[src/rtl/mips_pkg.sv]
// Shared constants and types for the mips_32 instruction-fetch front end.
package mips_pkg;
   localparam int          INST_W           = 32;
   localparam logic [31:0] PC_INC           = 32'd4;
   localparam logic [31:0] RESET_PC_DEFAULT = 32'h0000_0000;
   localparam logic [31:0] NOP_INST         = 32'h0000_0000;

   typedef struct packed {
      logic [31:0]       pc;
      logic [INST_W-1:0] inst;
   } fetch_entry_t;

   function automatic logic [31:0] word_align(input logic [31:0] addr);
      return {addr[31:2], 2'b00};
   endfunction
endpackage

[src/rtl/mips_fetch_fifo.sv]
// In-order prefetch FIFO holding {pc, inst} entries; flush beats push and pop.
module mips_fetch_fifo #(
   parameter int DEPTH = 4,
   parameter int WIDTH = 64
) (
   input  logic                   clk,
   input  logic                   reset,
   input  logic                   push_i,
   input  logic                   pop_i,
   input  logic                   flush_i,
   input  logic [WIDTH-1:0]       data_i,
   output logic [WIDTH-1:0]       data_o,
   output logic [$clog2(DEPTH):0] count_o,
   output logic                   full_o,
   output logic                   empty_o
);
   localparam int AW = $clog2(DEPTH);

   logic [WIDTH-1:0] mem_q [DEPTH];
   logic [AW-1:0]    wr_ptr_q, rd_ptr_q;
   logic [AW:0]      count_q;
   logic             do_push, do_pop;

   assign empty_o = (count_q == '0);
   assign full_o  = (count_q == (AW+1)'(DEPTH));
   assign count_o = count_q;
   assign data_o  = mem_q[rd_ptr_q];
   assign do_pop  = pop_i && !empty_o;
   // A push into a full FIFO is fine when the head leaves in the same cycle.
   assign do_push = push_i && (!full_o || do_pop);

   always_ff @(posedge clk or posedge reset) begin
      if (reset) begin
         wr_ptr_q <= '0;
         rd_ptr_q <= '0;
         count_q  <= '0;
      end else if (flush_i) begin
         wr_ptr_q <= '0;
         rd_ptr_q <= '0;
         count_q  <= '0;
      end else begin
         if (do_push) wr_ptr_q <= wr_ptr_q + 1'b1;
         if (do_pop)  rd_ptr_q <= rd_ptr_q + 1'b1;
         count_q <= count_q + (AW+1)'(do_push) - (AW+1)'(do_pop);
      end
   end

   // NOTE: storage carries no reset; an entry is only read after it was written,
   // and the top masks the head while the FIFO is empty.
   always_ff @(posedge clk) begin
      if (do_push && !flush_i) mem_q[wr_ptr_q] <= data_i;
   end
endmodule

[src/rtl/mips_fetch_unit.sv]
// Fetch front end: owns the PC, issues credit-limited imem reads, buffers responses.
module mips_fetch_unit
   import mips_pkg::*;
#(
   parameter logic [31:0] RESET_PC   = RESET_PC_DEFAULT,
   parameter int          FIFO_DEPTH = 4,
   parameter int          MAX_OUTST  = 2
) (
   input  logic        clk,
   input  logic        reset,
   output logic        imem_req,
   output logic [31:0] imem_addr,
   input  logic        imem_gnt,
   input  logic        imem_rvalid,
   input  logic [31:0] imem_rdata,
   input  logic        redirect_valid,
   input  logic [31:0] redirect_pc,
   output logic        inst_valid,
   output logic [31:0] inst_data,
   output logic [31:0] inst_pc,
   input  logic        inst_ready
);
   localparam int CW  = $clog2(MAX_OUTST + 1);
   localparam int FCW = $clog2(FIFO_DEPTH) + 1;

   logic [31:0]   fetch_pc_q, fetch_pc_d, resp_pc_q, resp_pc_d;
   logic [CW-1:0] outst_q, outst_d, drop_q, drop_d;
   logic [FCW-1:0] fifo_cnt;
   logic [FCW:0]   committed;
   logic           fifo_full, fifo_empty, grant, push, pop;
   fetch_entry_t   push_entry, head;

   // Slots already spoken for: buffered entries plus responses that will be kept.
   assign committed = {1'b0, fifo_cnt} + (FCW+1)'(outst_q) - (FCW+1)'(drop_q);
   assign imem_req  = !reset && !redirect_valid && (outst_q < CW'(MAX_OUTST))
                      && (committed < (FCW+1)'(FIFO_DEPTH));
   assign imem_addr = fetch_pc_q;
   assign grant     = imem_req && imem_gnt;
   assign push      = imem_rvalid && (drop_q == '0) && !redirect_valid;
   assign pop       = inst_valid && inst_ready && !redirect_valid;

   assign inst_valid = !fifo_empty;
   assign inst_data  = inst_valid ? head.inst : NOP_INST;
   assign inst_pc    = inst_valid ? head.pc   : 32'h0;

   // NOTE: every variable gets a default first, so no path can infer a latch.
   always_comb begin
      fetch_pc_d      = fetch_pc_q;
      resp_pc_d       = resp_pc_q;
      drop_d          = drop_q;
      outst_d         = outst_q + CW'(grant) - CW'(imem_rvalid);
      push_entry.pc   = resp_pc_q;
      push_entry.inst = imem_rdata;
      if (grant) fetch_pc_d = fetch_pc_q + PC_INC;
      if (imem_rvalid) begin
         if (drop_q != '0) drop_d = drop_q - CW'(1);
         else              resp_pc_d = resp_pc_q + PC_INC;
      end
      // On redirect everything still in flight afterwards is stale.
      if (redirect_valid) begin
         fetch_pc_d = word_align(redirect_pc);
         resp_pc_d  = word_align(redirect_pc);
         drop_d     = outst_d;
      end
   end

   // NOTE: sequential state uses non-blocking assignments so all registers
   // update together from pre-edge values.
   always_ff @(posedge clk or posedge reset) begin
      if (reset) begin
         fetch_pc_q <= RESET_PC;
         resp_pc_q  <= RESET_PC;
         outst_q    <= '0;
         drop_q     <= '0;
      end else begin
         fetch_pc_q <= fetch_pc_d;
         resp_pc_q  <= resp_pc_d;
         outst_q    <= outst_d;
         drop_q     <= drop_d;
      end
   end

   mips_fetch_fifo #(
      .DEPTH (FIFO_DEPTH),
      .WIDTH ($bits(fetch_entry_t))
   ) u_fifo (
      .clk     (clk),
      .reset   (reset),
      .push_i  (push),
      .pop_i   (pop),
      .flush_i (redirect_valid),
      .data_i  (push_entry),
      .data_o  (head),
      .count_o (fifo_cnt),
      .full_o  (fifo_full),
      .empty_o (fifo_empty)
   );

   a_drop_le_outst: assert property (@(posedge clk) disable iff (reset) drop_q <= outst_q);
   a_rsp_expected:  assert property (@(posedge clk) disable iff (reset) imem_rvalid |-> outst_q != '0);
   a_no_overflow:   assert property (@(posedge clk) disable iff (reset) push |-> (!fifo_full || pop));
endmodule

[config.mk]
export PLATFORM = sky130hd
export DESIGN_NAME = mips_fetch_unit
export DESIGN_NICKNAME = d
export VERILOG_FILES = /design/src/rtl/mips_pkg.sv /design/src/rtl/mips_fetch_fifo.sv /design/src/rtl/mips_fetch_unit.sv
export SDC_FILE = /design/constraint.sdc
export NUM_CORES = 1
export LEC_CHECK = 0
export BUFFER_PORTS_ARGS = -buffer_cell sky130_fd_sc_hd__buf_2
export CAP_MARGIN = 20
export CELL_PAD_IN_SITES_DETAIL_PLACEMENT = 0
export CELL_PAD_IN_SITES_GLOBAL_PLACEMENT = 1
export CORE_MARGIN = 2
export CORE_UTILIZATION = 46
export CTS_BUF_LIST = sky130_fd_sc_hd__clkbuf_4
export DETAILED_ROUTE_END_ITERATION = 16
export GPL_TIMING_DRIVEN = 0
export PLACE_DENSITY_LB_ADDON = 0.25
export SETUP_SLACK_MARGIN = 0.2
export SLEW_MARGIN = 10
export SYNTH_ARGS = -nofsm -noshare
export SYNTH_HDL_FRONTEND = slang
export SYNTH_SLANG_ARGS = --single-unit
[constraint.sdc]
create_clock -name clk -period 2.9 [get_ports clk]
set_input_delay 0.145 -clock clk [delete_from_list [all_inputs] [get_ports clk]]
set_output_delay 0.145 -clock clk [all_outputs]
set_load 0.01 [all_outputs]
==> run summary, run 1 <==
VDD IR max = 0.511 mV
nets@finish = 1280
Fin. Hold Viols = 0
sequential cell area fraction in the yosys report = 0.675
commonest non-fill, non-tap cell in the layout = edfxtp_1
FFs w/ async S/R, synth = 0.223
Tot Pwr = 13.4 mW
status = complete, but fails checks
IO Pins = 168
Leak Pwr = 6.41 nW
Mapped Area = 13700 µm²
Chip Width = 176 µm
Die Span Y = 176 µm
total track usage = 0.201
core box area = 29500 µm²
vias in the first global route = 8844
crit start category = flip-flop
Routed Antenna Nets = 0
mean post-synth cell area = 16.1 µm²
H-tree Lvls = 3
Starting DRT DRC Count = 420
Max Slew Vio Count = 0
max-cap violation count = 0
failing checks = negative setup slack
clk buf depth = 3
Req. time, crit path = 3.43 ns
Synth Register Bits = 319
Setup WS pre-CTS = -0.427 ns
Max Freq = 306 MHz
Die ar. = 31100 µm²
routed vias/inst = 5.24
CTS buffer count = 84
minimum clock period = 3.27 ns
number of flops mapped to enable cells by yosys = 248
worst r2r path cells = 17
commonest non-fill, non-tap cells in the layout = edfxtp_1 (248), buf_2 (164), clkbuf_4 (116)
worst skew pair latency = 0.68 ns
crit-path max cell delay = 0.53 ns
PortBufs = 160
crit share post-route = 1.13
Mapped Cells = 849
crit path DAT = 3.80 ns
GP Congestion = 0.838
antenna violations before repair = 1
Post-synth top flop = edfxtp_1
Worst Hold Class = in2async
CTS tree = yes
Final Util = 0.588
drt drc = 0
Slowest-stage cell, CP = fa_1
TNS Setup = -6.77 ns
critical-path cell list = inv_2 -> fa_1 -> inv_1 -> ha_1 -> and3b_2 -> buf_4 -> buf_6 -> nor4_4 -> buf_4 -> o21ai_4 -> ha_4 -> inv_2 -> ha_4 -> xnor2_4 -> xnor2_2 -> nand2_1 -> o21ai_1
RSZ-0062 raised after global routing = true
largest net degree at the start of global routing = 52
Hold WS = 0.0889 ns
Post-Route WL = 30900 µm
post-route setup slack = -0.369 ns
DR vias = 8614
worst setup path category = reg2reg
Worst-path clk slew = 0.07 ns
Routed wire per std cell = 18.8 µm
Area Overhead vs Synth = 26.8%
Remaining Overflow, GRT = 0
count of cell types in the netlist = 54
first-pass GRT wire length = 47900 µm
fill count = 2430
root buf cell = clkbuf_4
Ys Warns = 0
CTS sink count = 319
crit path max fanout = 3
Initial Util = 0.464
clk_skew = 0.0408 ns
Slew @ Worst Pin = 0.824 ns
drt first pass iters = 5
layout cells sized above 1 = 0.369
Power Dens Cells = 776 nW/µm²
Final Setup Violations = 31
worst relative slew slack = 0.450
# rows = 63
Worst Setup End Kind = flip-flop
hpwl dp = 19200 µm
-- cells in the mapped netlist, types with 5 or more instances --
cell      instances  share of area
and3_1            7         0.0032
xnor2_1          36          0.023
a211oi_1          6         0.0033
nand3_1          14         0.0051
nor3_1           26         0.0095
a31oi_1           5         0.0023
o211ai_1          5         0.0027
xor2_1            9         0.0058
buf_2            10         0.0037
dfrtp_1          71           0.13
clkbuf_1         27         0.0074
nor4_1            8         0.0037
a21boi_0          6         0.0033
o21ai_0          12         0.0044
nor2_1           35         0.0096
inv_1            29         0.0080
nand2_1          31         0.0085
or3_1             6         0.0027
nand2b_1          7         0.0032
mux2_2           21          0.017
mux2i_1           5         0.0037
nand4_1          12         0.0055
or4_1             6         0.0033
o21a_1            5         0.0027
a21oi_1          12         0.0044
mux4_2           62           0.10
edfxtp_1        248           0.54
ha_1             14          0.013
and2_1           68          0.031
-- area by class of cell --
type	count	area [µm²]	share of cell area
antenna	1	2.50	0.000144
buffer	43	260	0.0150
clock buffer	115	863	0.0498
clock inverter	31	151	0.00874
inverter	29	111	0.00643
multi-input combinational	461	4390	0.254
sequential	319	9230	0.532
tap	390	488	0.0282
timing repair buffer	256	1830	0.106
-- metrics by stage --
step           cells  cell area [µm²]
4_1_cts         1637            17200
5_1_grt         1645            17300
6_report        1645            17300
3_3_place_gp    1402            15000
3_5_place_dp    1407            15200
2_1_floorplan    852            13700
-- worst max-delay path, delay by kind of cell (launching register included) --
| family | cells | cell delay [ns] |
|---|---|---|
| fa+ha+maj | 4 | 1.23 |
| buf+inv | 6 | 0.58 |
| simple gates | 3 | 0.56 |
| flops | 1 | 0.37 |
| xor+xnor | 2 | 0.27 |
| compound gates | 2 | 0.13 |
-- per-layer routing --
metal / share of wire / track usage / vias to the layer above
li1: - / - / 4015
met1: 0.43 / 0.266 / 4242
met2: 0.48 / 0.327 / 290
met3: 0.062 / 0.0487 / 67
met4: 0.023 / 0.0730 / 0
met5: 0 / 0 / -
-- sequential cells by signal, indices dropped and copies added, names as in the netlist --
| register | count |
|---|---|
| u_fifo.mem_q | 248 |
| imem_addr | 30 |
| resp_pc_q | 30 |
| u_fifo.count_o | 3 |
| drop_q | 2 |
| outst_q | 2 |
| u_fifo.rd_ptr_q | 2 |
| u_fifo.wr_ptr_q | 2 |
-- logic make-up after synthesis --
family | share of synthesized area
DFF | 0.675
AOI/OAI and AO/OA | 0.0401
xor gates and xnor gates | 0.0288
buffers and inverters | 0.0218
other | 0.000274
and+or+nand+nor | 0.0952
muxes | 0.123
adders and majority gates | 0.0157
-- worst paths after layout --
kind	from	to	slack, ns
max in group asynchronous	reset	resp_pc_q[31]	2.20
min in group clk	redirect_valid	imem_addr[19]	0.10
setup / recovery	u_fifo.count_o[1]	drop_q[1]	-0.37
hold reg to reg	u_fifo.wr_ptr_q[0]	u_fifo.wr_ptr_q[0]	0.55
hold / removal	reset	imem_addr[10]	0.09
setup reg to reg	u_fifo.count_o[1]	drop_q[1]	-0.37
-- what timing repair did --
item                       in CTS  in global routing
setup buffers                  19                  7
resized for setup              51                 25
cloned                          0                  0
setup endpoints to repair     282                 56
pin swaps                      28                 19
hold buffers                   65                  0
hold endpoints to repair      264                  0
-- where the power goes --
group          switching [mW]  leakage, nW  internal [mW]
sequential              0.265         3.06           5.29
clock                    1.79        0.604           1.93
combinational            2.09         2.75           2.09
total                    4.14         6.41           9.30
(Power assumes the default switching activity.)
==> run 2, diff against run 1 <==
- GPL_TIMING_DRIVEN: 0 -> 1
==> run 2 against run 1 <==
Against the previous run: the flow still finishes with violations (negative setup slack); global-route usage decreased by 0.91 points; cell count shrank 1.3%; die area unchanged; sequential share of layout area barely moved; largest power group unchanged; critical endpoint is now imem_req; clock-buffer cell count grew 10; design area about the same; wire length shrank 5.0%.
==> run summary, run 2 (synthesized netlist as in run 1, its figures left out) <==
status = complete, but fails checks
failing checks = negative setup slack
worst r2r path cells = 12
DR vias = 8415
IO Pins = 168
worst relative slew slack = 0.445
delay-heaviest family, CP = adder cells
root buf cell = clkbuf_4
clk buf depth = 3
RSZ-0062 raised after global routing = true
drt first pass iters = 4
vias in the first global route = 8751
Slew @ Worst Pin = 0.832 ns
Worst Hold Launch = imem_rdata[9]
H-tree Lvls = 3
max reg flops = 248
Chip Width = 176 µm
Crit path depth = 8
Die ar. = 31100 µm²
minimum clock period = 3.30 ns
crit start category = flip-flop
commonest non-fill, non-tap cell in the layout = edfxtp_1
first-pass GRT wire length = 46200 µm
Max Freq = 303 MHz
Setup WS pre-CTS = -0.135 ns
post-route setup slack = -0.403 ns
CTS tree = yes
Worst Setup End Kind = primary output
Routed wire per std cell = 18.1 µm
VDD IR max = 0.507 mV
crit path max fanout = 2
Req. time, crit path = 2.76 ns
reg2reg start = outst_q[1]
reg-to-reg endpoint = imem_addr[30]
worst setup path category = reg2out
Worst setup startpoint = outst_q[1]
crit share post-route = 1.14
critical-path cell list = inv_2 -> fa_1 -> inv_2 -> ha_4 -> and3b_2 -> or4_4 -> a2111oi_4 -> buf_2
Final Setup Violations = 15
antenna violations before repair = 1
CP Buf/Inv Count = 3
Power Dens Cells = 776 nW/µm²
CTS sink count = 319
Area Overhead vs Synth = 26.8%
hpwl dp = 17900 µm
Max Slew Vio Count = 0
nets@finish = 1256
hold endpoint = u_fifo.mem_q[2][9]
CTS buffer count = 84
largest net degree at the start of global routing = 65
# rows = 63
Largest Register = u_fifo.mem_q
core box area = 29500 µm²
Worst Hold Class = in2reg
Initial Util = 0.464
Routed Antenna Nets = 0
commonest non-fill, non-tap cells in the layout = edfxtp_1 (248), buf_2 (161), clkbuf_4 (125)
max-cap violation count = 0
Post-Route WL = 29300 µm
crit path DAT = 3.16 ns
PortBufs = 161
Remaining Overflow, GRT = 0
clk_skew = 0.0471 ns
Reg2Reg Setup Slack = -0.24 ns
routed vias/inst = 5.18
GP Congestion = 0.809
crit-path max cell delay = 0.54 ns
TNS Setup = -2.13 ns
worst skew pair latency = 0.69 ns
Worst-path clk slew = 0.06 ns
Slowest-stage cell, CP = fa_1
Fin. Hold Viols = 0
most numerous cell on the critical path = inv_2
drt drc = 0
total track usage = 0.192
hold path cells = 2
Starting DRT DRC Count = 464
Leak Pwr = 6.40 nW
layout cells sized above 1 = 0.382
Die Span Y = 176 µm
-- run 2: metrics by stage --
stage	std cells	instance area (µm²)	hold WS, ns	util	total power [mW]
floorplan	852	13700	0.244	-	7.86
global placement	1392	15200	0.360	0.515	9.07
detailed placement	1392	15200	0.366	0.515	9.11
CTS	1616	17100	0.127	0.581	13.4
global route	1623	17300	0.170	0.588	14.3
finish	1623	17300	0.203	0.588	13.5
-- run 2: area by class of cell --
type / instances / area [µm²]
clock inverter: 22 / 158
sequential: 319 / 9230
fill: 2398 / 12200
clock buffer: 125 / 938
inverter: 29 / 111
tap: 390 / 488
antenna: 2 / 5.00
timing repair buffer: 275 / 1990
multi-input combinational: 461 / 4410
-- run 2: worst max path at each step --
stage                    endpoint  slack [ns]
CTS                      imem_req       -0.46
global route             imem_req       -0.53
finish                   imem_req       -0.40
global placement    imem_addr[22]       -0.09
detailed placement  imem_addr[27]       -0.14
floorplan               drop_q[1]       -0.09
-- run 2: what timing repair did --
action / CTS / global route
hold endpoints to repair: 230 / 0
gates cloned: 2 / 0
hold buffers: 66 / 0
setup buffers: 9 / 5
pin swaps: 20 / 21
setup endpoints to repair: 58 / 36
gates resized for setup: 24 / 27
-- run 2: power breakdown --
| part | switching, mW | internal, mW |
|---|---|---|
| sequential | 0.272 | 5.29 |
| combinational | 2.03 | 1.93 |
| clock | 1.77 | 2.15 |
-- run 2: metal layers --
layer,vias up,GRT usage,part of all wire,routed length [µm]
li1,3952,-,-,-
met1,4149,0.260,0.45,13100
met2,273,0.313,0.48,14100
met3,41,0.0377,0.059,1730
met4,0,0.0685,0.014,403
met5,-,0,0,0
==> run 3, diff against run 2 <==
- SYNTH_HIERARCHICAL: default -> 1
==> run 3 against run 2 <==
Against the previous run: the flow still finishes with violations (negative setup slack); core utilization grew 3.0 points; largest power group unchanged; register-to-register slack got worse by 0.16 ns; global-route usage grew 0.81 points; area after synthesis up 2.4%; synthesized cell count rose by 1.2%; first-iteration DRC count is 17% higher; wire length grew 8.4%; sequential power shrank 0.9%; cell count rose by 2.3%; critical endpoint is now imem_addr[25]; clock power increased by 5%; non-clock buffer count is 25 higher; via count increased by 6.1%.
==> run summary, run 3 <==
highest metal used = met4
DR vias = 8930
most numerous cell on the critical path = buf_6
worst relative slew slack = 0.435
nets@finish = 1293
Mapped Cells = 859
failing checks = negative setup slack
critical-path cell list = inv_2 -> fa_1 -> inv_1 -> ha_1 -> and3b_2 -> nor4_4 -> buf_4 -> o21ai_4 -> buf_12 -> buf_6 -> buf_6 -> buf_6 -> buf_12 -> buf_6 -> o311ai_4 -> o311ai_2
crit path DAT = 3.80 ns
mean post-synth cell area = 16.3 µm²
CP Buf/Inv Count = 9
Chip Width = 178 µm
crit share post-route = 1.14
Die Span Y = 178 µm
Slowest-stage cell, CP = fa_1
CTS buffer count = 83
crit start category = flip-flop
fill count = 2259
Worst Hold Class = in2reg
hpwl dp = 18800 µm
Area Overhead vs Synth = 31.5%
commonest non-fill, non-tap cell in the layout = edfxtp_1
clk_skew = 0.0426 ns
core box area = 29800 µm²
hold endpoint = u_fifo/rd_ptr_q[1]
total track usage = 0.200
Starting DRT DRC Count = 543
Power Dens Cells = 659 nW/µm²
routed vias/inst = 5.38
Max Slew Vio Count = 0
clk buf depth = 3
largest net degree at the start of global routing = 71
Final Setup Violations = 29
Mapped Area = 14000 µm²
commonest non-fill, non-tap cells in the layout = edfxtp_1 (256), buf_2 (163), clkbuf_4 (119)
placed cells = 1406
first-pass GRT wire length = 48600 µm
max reg flops = 256
post-route cell area = 18400 µm²
hold path cells = 5
delay-heaviest family, CP = buffers and inverters
Reg2Reg Setup Slack = -0.40 ns
worst r2r path cells = 16
Ys Warns = 6
Max Freq = 303 MHz
Leak Pwr = 6.87 nW
drt drc = 0
Worst-path clk slew = 0.06 ns
Req. time, crit path = 3.40 ns
Fin. Hold Viols = 0
antenna violations before repair = 1
vias in the first global route = 9064
met2 WL = 15900 µm
# rows = 63
root buf cell = clkbuf_4
Slew @ Worst Pin = 0.847 ns
VDD IR max = 0.308 mV
post-route setup slack = -0.401 ns
drt first pass iters = 5
crit-path max cell delay = 0.54 ns
Routed Antenna Nets = 0
RSZ-0062 raised after global routing = true
CTS tree = yes
H-tree Lvls = 3
Largest Register = u_fifo/mem_q
WL met3 = 1990 µm
status = complete, but fails checks
reg2reg start = u_fifo/count_o[1]
PortBufs = 163
minimum clock period = 3.30 ns
Die ar. = 31800 µm²
DP Area = 15500 µm²
GP Congestion = 0.776
layout cells sized above 1 = 0.392
Routed wire per std cell = 19.1 µm
Post-Layout Cell Count = 1660
Worst Setup End Kind = flip-flop
crit path max fanout = 7
IO Pins = 168
DRT met1 WL = 13500 µm
worst skew pair latency = 0.67 ns
Post-Route WL = 31800 µm
Initial Util = 0.469
Final Util = 0.618
Worst Hold Launch = inst_ready
worst setup path category = reg2reg
CTS sink count = 327
max-cap violation count = 0
reg-to-reg endpoint = imem_addr[25]
Remaining Overflow, GRT = 0
run 3: layout make-up:
class	count	area [µm²]	share of cell area
diodes	1	2.50	0.000136
clock buffers	119	893	0.0485
clock inverters	27	241	0.0131
inverters	25	93.8	0.00510
multi-input cells	471	4840	0.263
flip-flops and latches	327	9470	0.515
well taps	390	488	0.0265
repair buffers	300	2380	0.129
run 3: per-layer routing:
| layer | GRT usage | vias to the layer above |
|---|---|---|
| met4 | 0.0627 | 0 |
| met1 | 0.266 | 4486 |
| met2 | 0.331 | 287 |
| met3 | 0.0437 | 33 |
| met5 | 0 | - |
| li1 | - | 4124 |
run 3: power breakdown:
part	switching (mW)	total [mW]	internal, mW
combinational	1.26	2.51	1.24
clock	1.77	4.10	2.33
sequential	0.231	5.51	5.28
run 3: repair_timing:
action	CTS	global route
hold buffers	68	0
setup buffers	25	10
pin swaps	48	24
setup endpoints to repair	84	35
endpoints found under the hold margin	268	0
gates cloned	2	2
resized for setup	78	39
run 3: how the worst max path moves through the flow:
stage          slack [ns]         startpoint            end  depth (start not counted)
6_report            -0.40  u_fifo/count_o[1]  imem_addr[25]                         16
5_1_grt             -0.47  u_fifo/count_o[1]  imem_addr[25]                         16
4_1_cts             -0.31  u_fifo/count_o[1]       imem_req                         11
3_5_place_dp        -0.09         outst_q[1]      drop_q[1]                         15
3_3_place_gp        -0.02         outst_q[1]      drop_q[1]                         15
2_1_floorplan       -0.28  u_fifo/count_o[1]      drop_q[1]                         16
run 3: worst min-delay path: cells and delay by family:
family	cells	cell delay [ns]
compound gates	1	0.12
xor+xnor	1	0.07
buf+inv	1	0.09
simple gates	2	0.30
run 3: through the flow:
stage	setup WS (ns)	setup TNS, ns	hold WS (ns)	power [mW]
5_1_grt	-0.468	-7.04	0.0811	12.7
3_3_place_gp	-0.0187	-0.0187	0.157	7.12
4_1_cts	-0.313	-2.80	0.00750	11.9
2_1_floorplan	-0.284	-0.524	-0.0517	6.47
6_report	-0.401	-4.04	0.111	12.1
3_5_place_dp	-0.0928	-0.0928	0.161	7.15
